### src/rtl/ahb_apb_bridge_mslv.sv
// AHB-Lite slave fanned out to NUM_SLAVES APB completers; top HADDR bits pick PSEL, PSLVERR -> 2-cycle ERROR.
// Latency: read 2 / write 3 wait states with zero-wait APB; every PREADY-low cycle adds one more.
// Backpressure: HREADYOUT low while a transfer is in flight; APB_TIMEOUT_EN bounds the ACCESS phase.
module ahb_apb_bridge_mslv #(
    parameter int ADDR_WIDTH     = 8,
    parameter int DATA_WIDTH     = 32,
    parameter int NUM_SLAVES     = 4,
    parameter int TIMEOUT_CYCLES = 16
) (
    input  logic                               HCLK,
    input  logic                               RESETn,
    input  logic                               HSEL,
    input  logic [ADDR_WIDTH-1:0]              HADDR,
    input  logic [DATA_WIDTH-1:0]              HWDATA,
    input  logic                               HWRITE,
    input  logic [1:0]                         HTRANS,
    input  logic                               HREADY,
    output logic [DATA_WIDTH-1:0]              HRDATA,
    output logic                               HREADYOUT,
    output logic                               HRESP,
    output logic [ADDR_WIDTH-1:0]              PADDR,
    output logic [DATA_WIDTH-1:0]              PWDATA,
    output logic                               PWRITE,
    output logic [NUM_SLAVES-1:0]              PSEL,
    output logic                               PENABLE,
    input  logic [NUM_SLAVES*DATA_WIDTH-1:0]   PRDATA,
    input  logic [NUM_SLAVES-1:0]              PREADY,
    input  logic [NUM_SLAVES-1:0]              PSLVERR
);
    localparam int SEL_BITS = (NUM_SLAVES > 1) ? $clog2(NUM_SLAVES) : 0;
    localparam int IDX_W    = (SEL_BITS > 0) ? SEL_BITS : 1;
    localparam logic [IDX_W:0] NUM_S = (IDX_W + 1)'(NUM_SLAVES);

    typedef enum logic [2:0] {
        ST_IDLE, ST_WDATA, ST_SETUP, ST_ACCESS, ST_ERR1, ST_ERR2
    } state_t;

    state_t                  state_q, state_d;
    logic [ADDR_WIDTH-1:0]   paddr_q, paddr_d;
    logic [DATA_WIDTH-1:0]   pwdata_q, pwdata_d;
    logic                    pwrite_q, pwrite_d;
    logic [IDX_W-1:0]        idx_q, idx_d;
    logic [DATA_WIDTH-1:0]   hrdata_q, hrdata_d;

    logic [IDX_W-1:0]        haddr_idx;
    logic                    idx_ok;
    logic                    start;
    logic                    sel_rdy;
    logic                    sel_err;
    logic [DATA_WIDTH-1:0]   sel_rdata;
    logic [NUM_SLAVES-1:0]   sel_onehot;
    logic                    tmo_hit;

    if (SEL_BITS > 0) begin : g_idx
        assign haddr_idx = HADDR[ADDR_WIDTH-1 -: IDX_W];
    end else begin : g_idx1
        assign haddr_idx = '0;
    end

    assign idx_ok = ({1'b0, haddr_idx} < NUM_S);
    assign start  = HSEL && HREADY && (HTRANS inside {2'b10, 2'b11});

    // Only the latched completer's response is ever looked at.
    always_comb begin
        sel_rdy    = 1'b0;
        sel_err    = 1'b0;
        sel_rdata  = '0;
        sel_onehot = '0;
        for (int i = 0; i < NUM_SLAVES; i++) begin
            if (idx_q == IDX_W'(i)) begin
                sel_rdy       = PREADY[i];
                sel_err       = PSLVERR[i];
                sel_rdata     = PRDATA[i*DATA_WIDTH +: DATA_WIDTH];
                sel_onehot[i] = 1'b1;
            end
        end
    end

`ifdef APB_TIMEOUT_EN
    localparam int CNT_W = $clog2(TIMEOUT_CYCLES + 1);
    logic [CNT_W-1:0] tmo_q;

    always_ff @(posedge HCLK or negedge RESETn) begin
        if (!RESETn) begin
            tmo_q <= '0;
        end else if (state_q == ST_SETUP) begin
            tmo_q <= '0;
        end else if (state_q == ST_ACCESS) begin
            tmo_q <= tmo_q + CNT_W'(1);
        end
    end

    assign tmo_hit = (tmo_q == CNT_W'(TIMEOUT_CYCLES - 1));
`else
    // Constant false: ACCESS waits on PREADY for as long as it takes.
    assign tmo_hit = (TIMEOUT_CYCLES < 0);
`endif

    always_comb begin
        state_d  = state_q;
        paddr_d  = paddr_q;
        pwdata_d = pwdata_q;
        pwrite_d = pwrite_q;
        idx_d    = idx_q;
        hrdata_d = hrdata_q;
        case (state_q)
            ST_IDLE: begin
                if (start) begin
                    paddr_d  = HADDR;
                    pwrite_d = HWRITE;
                    idx_d    = haddr_idx;
                    if (!idx_ok) begin
                        state_d = ST_ERR1;
                    end else if (HWRITE) begin
                        state_d = ST_WDATA;
                    end else begin
                        state_d = ST_SETUP;
                    end
                end
            end
            ST_WDATA: begin
                pwdata_d = HWDATA;
                state_d  = ST_SETUP;
            end
            ST_SETUP: state_d = ST_ACCESS;
            ST_ACCESS: begin
                if (sel_rdy) begin
                    if (sel_err) begin
                        state_d = ST_ERR1;
                    end else begin
                        state_d = ST_IDLE;
                        if (!pwrite_q) begin
                            hrdata_d = sel_rdata;
                        end
                    end
                end else if (tmo_hit) begin
                    state_d = ST_ERR1;
                end
            end
            ST_ERR1: state_d = ST_ERR2;
            ST_ERR2: state_d = ST_IDLE;
            default: state_d = ST_IDLE;
        endcase
    end

    always_ff @(posedge HCLK or negedge RESETn) begin
        if (!RESETn) begin
            state_q  <= ST_IDLE;
            paddr_q  <= '0;
            pwdata_q <= '0;
            pwrite_q <= 1'b0;
            idx_q    <= '0;
            hrdata_q <= '0;
        end else begin
            state_q  <= state_d;
            paddr_q  <= paddr_d;
            pwdata_q <= pwdata_d;
            pwrite_q <= pwrite_d;
            idx_q    <= idx_d;
            hrdata_q <= hrdata_d;
        end
    end

    // All AHB/APB handshake outputs decode straight from the state register.
    assign HREADYOUT = (state_q == ST_IDLE) || (state_q == ST_ERR2);
    assign HRESP     = (state_q == ST_ERR1) || (state_q == ST_ERR2);
    assign PSEL      = ((state_q == ST_SETUP) || (state_q == ST_ACCESS)) ? sel_onehot : '0;
    assign PENABLE   = (state_q == ST_ACCESS);
    assign HRDATA    = hrdata_q;
    assign PADDR     = paddr_q;
    assign PWDATA    = pwdata_q;
    assign PWRITE    = pwrite_q;

endmodule

### config.mk
export PLATFORM = sky130hd
export DESIGN_NAME = ahb_apb_bridge_mslv
export DESIGN_NICKNAME = d
export VERILOG_FILES = /design/src/rtl/ahb_apb_bridge_mslv.sv
export SDC_FILE = /design/constraint.sdc
export NUM_CORES = 1
export LEC_CHECK = 0
export ABC_AREA = 1
export CAP_MARGIN = 5
export CORE_ASPECT_RATIO = 0.9
export CORE_MARGIN = 2
export CORE_UTILIZATION = 30
export CTS_CLUSTER_SIZE = 30
export DETAILED_ROUTE_END_ITERATION = 7
export PLACE_DENSITY = 0.71
export SYNTH_ARGS = -nofsm -noshare
export SYNTH_HDL_FRONTEND = slang
export SYNTH_SLANG_ARGS = --single-unit
### constraint.sdc
create_clock -name HCLK -period 1.8 [get_ports HCLK]
set_input_delay 0.27 -clock HCLK [delete_from_list [all_inputs] [get_ports HCLK]]
set_output_delay 0.27 -clock HCLK [all_outputs]
set_load 0.03 [all_outputs]
==> impl_metrics.json, run 1 <==
{
  "crit_buf_inv": 1,
  "clockBufferDepth": 2,
  "layout_commonest_cell": "clkdlybuf4s50_1",
  "via_per_inst": 4.78,
  "cts_inserted_buffers": 9,
  "ys_types": 24,
  "clk_pin_slew_worst_paths_ns": 0.06,
  "fp.dieW_um": 124,
  "clock-sinks": 76,
  "synth_cells": 461,
  "vias": 4253,
  "grt_pass1_vias": 4508,
  "cts_tree": "built",
  "antenna_found_initial": 0,
  "maxCapViolations": 0,
  "critPathArrivalTime_ns": 1.43,
  "fmax_mhz": 587,
  "grt_max_degree": 40,
  "powerDensity_nw_per_um2": 1750,
  "grt_pass1_wl_mm": 22.9,
  "pre_cts_ws_ns": 0.104,
  "firstDrtPassIters": 4,
  "dp_hpwl_mm": 10.6,
  "dr.first_iter.drc_count": 202,
  "layout_setup_ws_ns": 0.0973,
  "io_buffers": 261,
  "startpoint_type": "flip-flop",
  "drive_gt1_frac": 0.123,
  "place_congestion": 0.955,
  "ant_nets": 0,
  "synthAdderAreaFrac": 0,
  "track_usage": 0.205,
  "yosys.area_share.simple": 0.338,
  "layout-area-overhead-vs-synth_pct": 81.0,
  "finalSetupViolCount": 0,
  "cp_slowest_cell": "clkdlybuf4s50_1",
  "mostFrequentLayoutCells": "clkdlybuf4s50_1 (251), nand2_1 (212), dfrtp_1 (76), nand3_1 (38)",
  "synth_top_family_by_area": "simple AND/OR/NAND/NOR gates",
  "die-area_um2": 14000,
  "rsz0062_at_grt": "no",
  "synth_area_um2": 3910,
  "grt-ovfl-total": 0,
  "initial_core_util": 0.308,
  "cp_max_fo": 3,
  "critical-path-max-stage-delay_ns": 0.71,
  "fin_tns_setup_ns": 0,
  "hp-class": "input pin to async pin",
  "rows": 39,
  "finalMaxSlewViolations": 0,
  "diodes": 0,
  "tightest_slew_ns": 0.515,
  "endpoint_kind": "primary output",
  "post-route-period-util": 0.946,
  "wl_per_cell_um": 15.7,
  "status": "complete, no violations",
  "io_pins": 263,
  "worstSkewPairLatency_ns": 0.34,
  "critical_path.cell_chain": "clkdlybuf4s50_1",
  "root_buffer": "clkbuf_16",
  "drc": 0,
  "synthMuxAreaShare": 0.109,
  "critPathRequiredTime_ns": 1.53,
  "relSlewSlack": 0.657,
  "routed_wl_mm": 13.9,
  "cp.depth": 1,
  "p_leak_nw": 3.09,
  "synth.net_count": 644,
  "fin_worst_skew_ns": 0.00531,
  "syn_area_per_cell_um2": 8.48,
  "die_h_um": 112,
  "hold_violations": 0,
  "h-tree-depth": 3,
  "nFillCells": 1152,
  "ys_warn_count": 0,
  "nNetsFinal": 904,
  "core-area_um2": 12700,
  "synth_compound_area_frac": 0.0122,
  "final.min_clock_period_ns": 1.70,
  "reg2reg_depth": 9,
  "worstSetupPathType": "flip-flop to primary output",
  "ir_worst_vdd_v": 0.00129,
  "seq_area_frac_synth": 0.486,
  "cts_setup_buffers": 0,
  "synth_xor_area_frac": 0,
  "critPathTopFamily": "buffers and inverters",
  "ys_seq_elements": 76
}
repair_timing:
item	4_1_cts	5_1_grt
pin swaps	0	0
hold endpoints to repair	37	0
hold buffers	1	0
resized for setup	6	3
setup endpoints to repair	4	20
worst paths after layout:
kind	slack (ns)	from	to
max in group asynchronous	0.75	RESETn	PWDATA[16]
max	0.1	PWRITE	PWRITE
max reg2reg	0.16	PADDR[6]	HRDATA[16]
min in group HCLK	0.47	HRDATA[22]	HRDATA[22]
min	0.45	RESETn	PWDATA[7]
min reg2reg	0.47	HRDATA[22]	HRDATA[22]
routing by layer:
layer | wire, um | vias to the layer above | GRT usage
met4 | 247 | 0 | 0.0584
li1 | - | 2043 | -
met1 | 5390 | 1995 | 0.230
met3 | 1190 | 20 | 0.0734
met2 | 7110 | 195 | 0.367
met5 | 0 | - | 0
where the power goes:
group	internal [W]	leakage (nW)	switching [W]
Combinational	0.00311	1.99	0.00423
Sequential	0.00254	0.937	0.000476
Clock	0.00127	0.157	0.000748
area by class of cell:
type	instances	area (um2)	share of cell area
Inverter	10	37.5	0.00530
Multi-Input combinational cell	348	1820	0.258
Sequential cell	76	1900	0.269
Tap cell	164	205	0.0290
Clock inverter	6	95.1	0.0134
Clock buffer	10	239	0.0338
Timing Repair Buffer	276	2780	0.392
per-stage QoR:
stage / std cells / utilization / power (W) / instance area [um2] / hold WS, ns
after floorplan: 461 / - / 0.00732 / 3930 / -0.0256
after global placement: 873 / 0.531 / 0.0103 / 6740 / 0.270
after detailed placement: 873 / 0.531 / 0.0105 / 6740 / 0.275
after CTS: 890 / 0.558 / 0.0125 / 7080 / 0.446
after global routing: 890 / 0.558 / 0.0132 / 7080 / 0.470
final: 890 / 0.558 / 0.0124 / 7080 / 0.451
kinds of logic (layout without fill, tap and decap cells):
group,after synthesis,count (layout)
buffers and inverters,37,302
flip-flops,76,76
AO/OA/AOI/OAI,9,9
AND/OR/NAND/NOR,301,301
multiplexers,38,38
synth_stat cells:
cell,n,area (um2)
nand2_1,212,796
dfrtp_1,76,1900
nand3_1,38,190
mux2_2,32,360
nand4_1,32,200
clkbuf_1,9,33.8
buf_6,8,90.1
buf_2,7,35.0
inv_1,6,22.5
mux2_1,6,67.6
o21ai_0,5,25.0
inv_2,4,15.0
nand3_2,4,40.0
nor2_1,4,15.0
a21oi_1,3,15.0
nor3_1,3,15.0
buf_1,2,7.51
nand2_2,2,12.5
nor2_2,2,12.5
nor2_4,2,22.5
buf_4,1,7.51
nand2_4,1,11.3
o31ai_1,1,7.51
or2_1,1,6.26
state kept, by name (all words and copies together), names as in the netlist:
name,cells
HRDATA,32
PWDATA,32
PADDR,8
state_q,3
PWRITE,1
No activity file was read; power rests on OpenSTA's default activity.
==> run 2: changes to the inputs <==
- REMOVE_ABC_BUFFERS: default -> 1
- SLEW_MARGIN: default -> 20
==> impl_metrics.json, run 2 (synthesis results as in run 1) <==
{
  "critPathRequiredTime_ns": 1.53,
  "maxCapViolations": 0,
  "rr_startpoint": "PADDR[6]",
  "layout_commonest_cell": "clkdlybuf4s50_1",
  "relSlewSlack": 0.726,
  "fin_worst_skew_ns": 0.00453,
  "hold_violations": 0,
  "vias": 4281,
  "io_buffers": 261,
  "grt_pass1_vias": 4607,
  "clk_pin_slew_worst_paths_ns": 0.06,
  "rsz0062_at_grt": "no",
  "critical_path.cell_chain": "inv_2, nand2_1, nor3_1, clkdlybuf4s15_2",
  "drc": 0,
  "cp_max_fo": 5,
  "layout-area-overhead-vs-synth_pct": 80.3,
  "grt_max_degree": 43,
  "h-tree-depth": 3,
  "nNetsFinal": 907,
  "via_per_inst": 4.79,
  "cts_tree": "built",
  "die_h_um": 112,
  "cp.depth": 4,
  "initial_core_util": 0.308,
  "clockBufferDepth": 2,
  "diodes": 0,
  "worst_r2r_endpoint": "HRDATA[7]",
  "dp_hpwl_mm": 11.0,
  "pre_cts_ws_ns": 0.0180,
  "ir_worst_vdd_v": 0.00100,
  "antenna_found_initial": 0,
  "cp_slowest_cell": "dfrtp_1",
  "grt-ovfl-total": 0,
  "critPathTopFamily": "buffers and inverters",
  "startpoint_type": "flip-flop",
  "layout_setup_ws_ns": 0.0568,
  "ant_nets": 0,
  "firstDrtPassIters": 5,
  "crit_buf_inv": 2,
  "routed_wl_mm": 14.3,
  "endpoint_kind": "primary output",
  "die-area_um2": 14000,
  "tightest_slew_ns": 0.411,
  "cts_setup_buffers": 0,
  "grt_pass1_wl_mm": 23.1,
  "status": "complete, no violations",
  "reg2reg_depth": 7,
  "finalMaxSlewViolations": 0,
  "root_buffer": "clkbuf_16",
  "final.min_clock_period_ns": 1.74,
  "mostFrequentLayoutCells": "clkdlybuf4s50_1 (251), nand2_1 (212), dfrtp_1 (76), nand3_1 (38)",
  "drive_gt1_frac": 0.122,
  "postLayoutCoreUtil": 0.556,
  "fp.dieW_um": 124,
  "io_pins": 263,
  "worstSkewPairLatency_ns": 0.34,
  "core-area_um2": 12700,
  "critPathArrivalTime_ns": 1.47,
  "finalSetupViolCount": 0,
  "track_usage": 0.207,
  "wl_per_cell_um": 16.0,
  "post-route-period-util": 0.968,
  "cts_inserted_buffers": 9,
  "rrSetupSlack_ns": 0.17,
  "powerDensity_nw_per_um2": 1740,
  "worstSetupPathType": "flip-flop to primary output",
  "place_congestion": 0.949,
  "hp-class": "input pin to async pin",
  "fmax_mhz": 574,
  "critical-path-max-stage-delay_ns": 0.39,
  "dr.first_iter.drc_count": 167,
  "clock-sinks": 76,
  "rows": 39,
  "p_leak_nw": 3.08
}
-- run 2: worst max path at each step --
stage,from,to
after floorplan,PADDR[6],HRDATA[0]
after global placement,state_q[2],PSEL[0]
after detailed placement,state_q[2],PSEL[0]
after CTS,state_q[2],PSEL[0]
after global routing,state_q[2],PSEL[2]
final,state_q[2],PSEL[2]
-- run 2: report_power, final --
group          total (W)  switching [W]  internal [W]
registers        0.00300       0.000453       0.00254
clock network    0.00186       0.000763       0.00109
logic            0.00739        0.00428       0.00312
total             0.0122        0.00549       0.00676
-- run 2: cell type report --
class | count | area (um2)
Tap cell | 164 | 205
Sequential cell | 76 | 1900
Clock buffer | 9 | 225
Timing Repair Buffer | 279 | 2790
Inverter | 10 | 37.5
Multi-Input combinational cell | 348 | 1810
Fill cell | 1133 | 5640
Clock inverter | 7 | 82.6
-- run 2: per-stage QoR --
stage	hold WS (ns)	TNS (ns)	total power, W	area [um2]	std cells
after floorplan	-0.0256	-25.77	0.00709	3740	434
final	0.371	0	0.0122	7050	893
after CTS	0.370	0	0.0124	7050	893
after global routing	0.397	0	0.0130	7050	893
after global placement	0.182	0	0.0103	6730	876
after detailed placement	0.186	0	0.0105	6730	876
-- run 2: per-layer routing --
layer,global-route usage,wire length [um],vias to the layer above
met4,0.0801,376,0
li1,-,-,2053
met1,0.239,5640,2033
met2,0.372,7420,172
met5,0,0,-
met3,0.0505,864,23
-- run 2: repair_timing --
action	4_1_cts	5_1_grt
setup endpoints to repair	5	12
hold buffers	1	0
endpoints found under the hold margin	19	0
gates cloned	0	0
pin swaps	0	0
resized for setup	12	4
-- run 2: worst register-to-register path, stage by stage, from the launching register on --
cell and delay (ns):
dfrtp_1 0.41, buf_4 0.41, nor2_2 0.15, buf_12 0.19
nand2_1 0.12, nand4_1 0.11, nand2_1 0.08, nand2_1 0.05
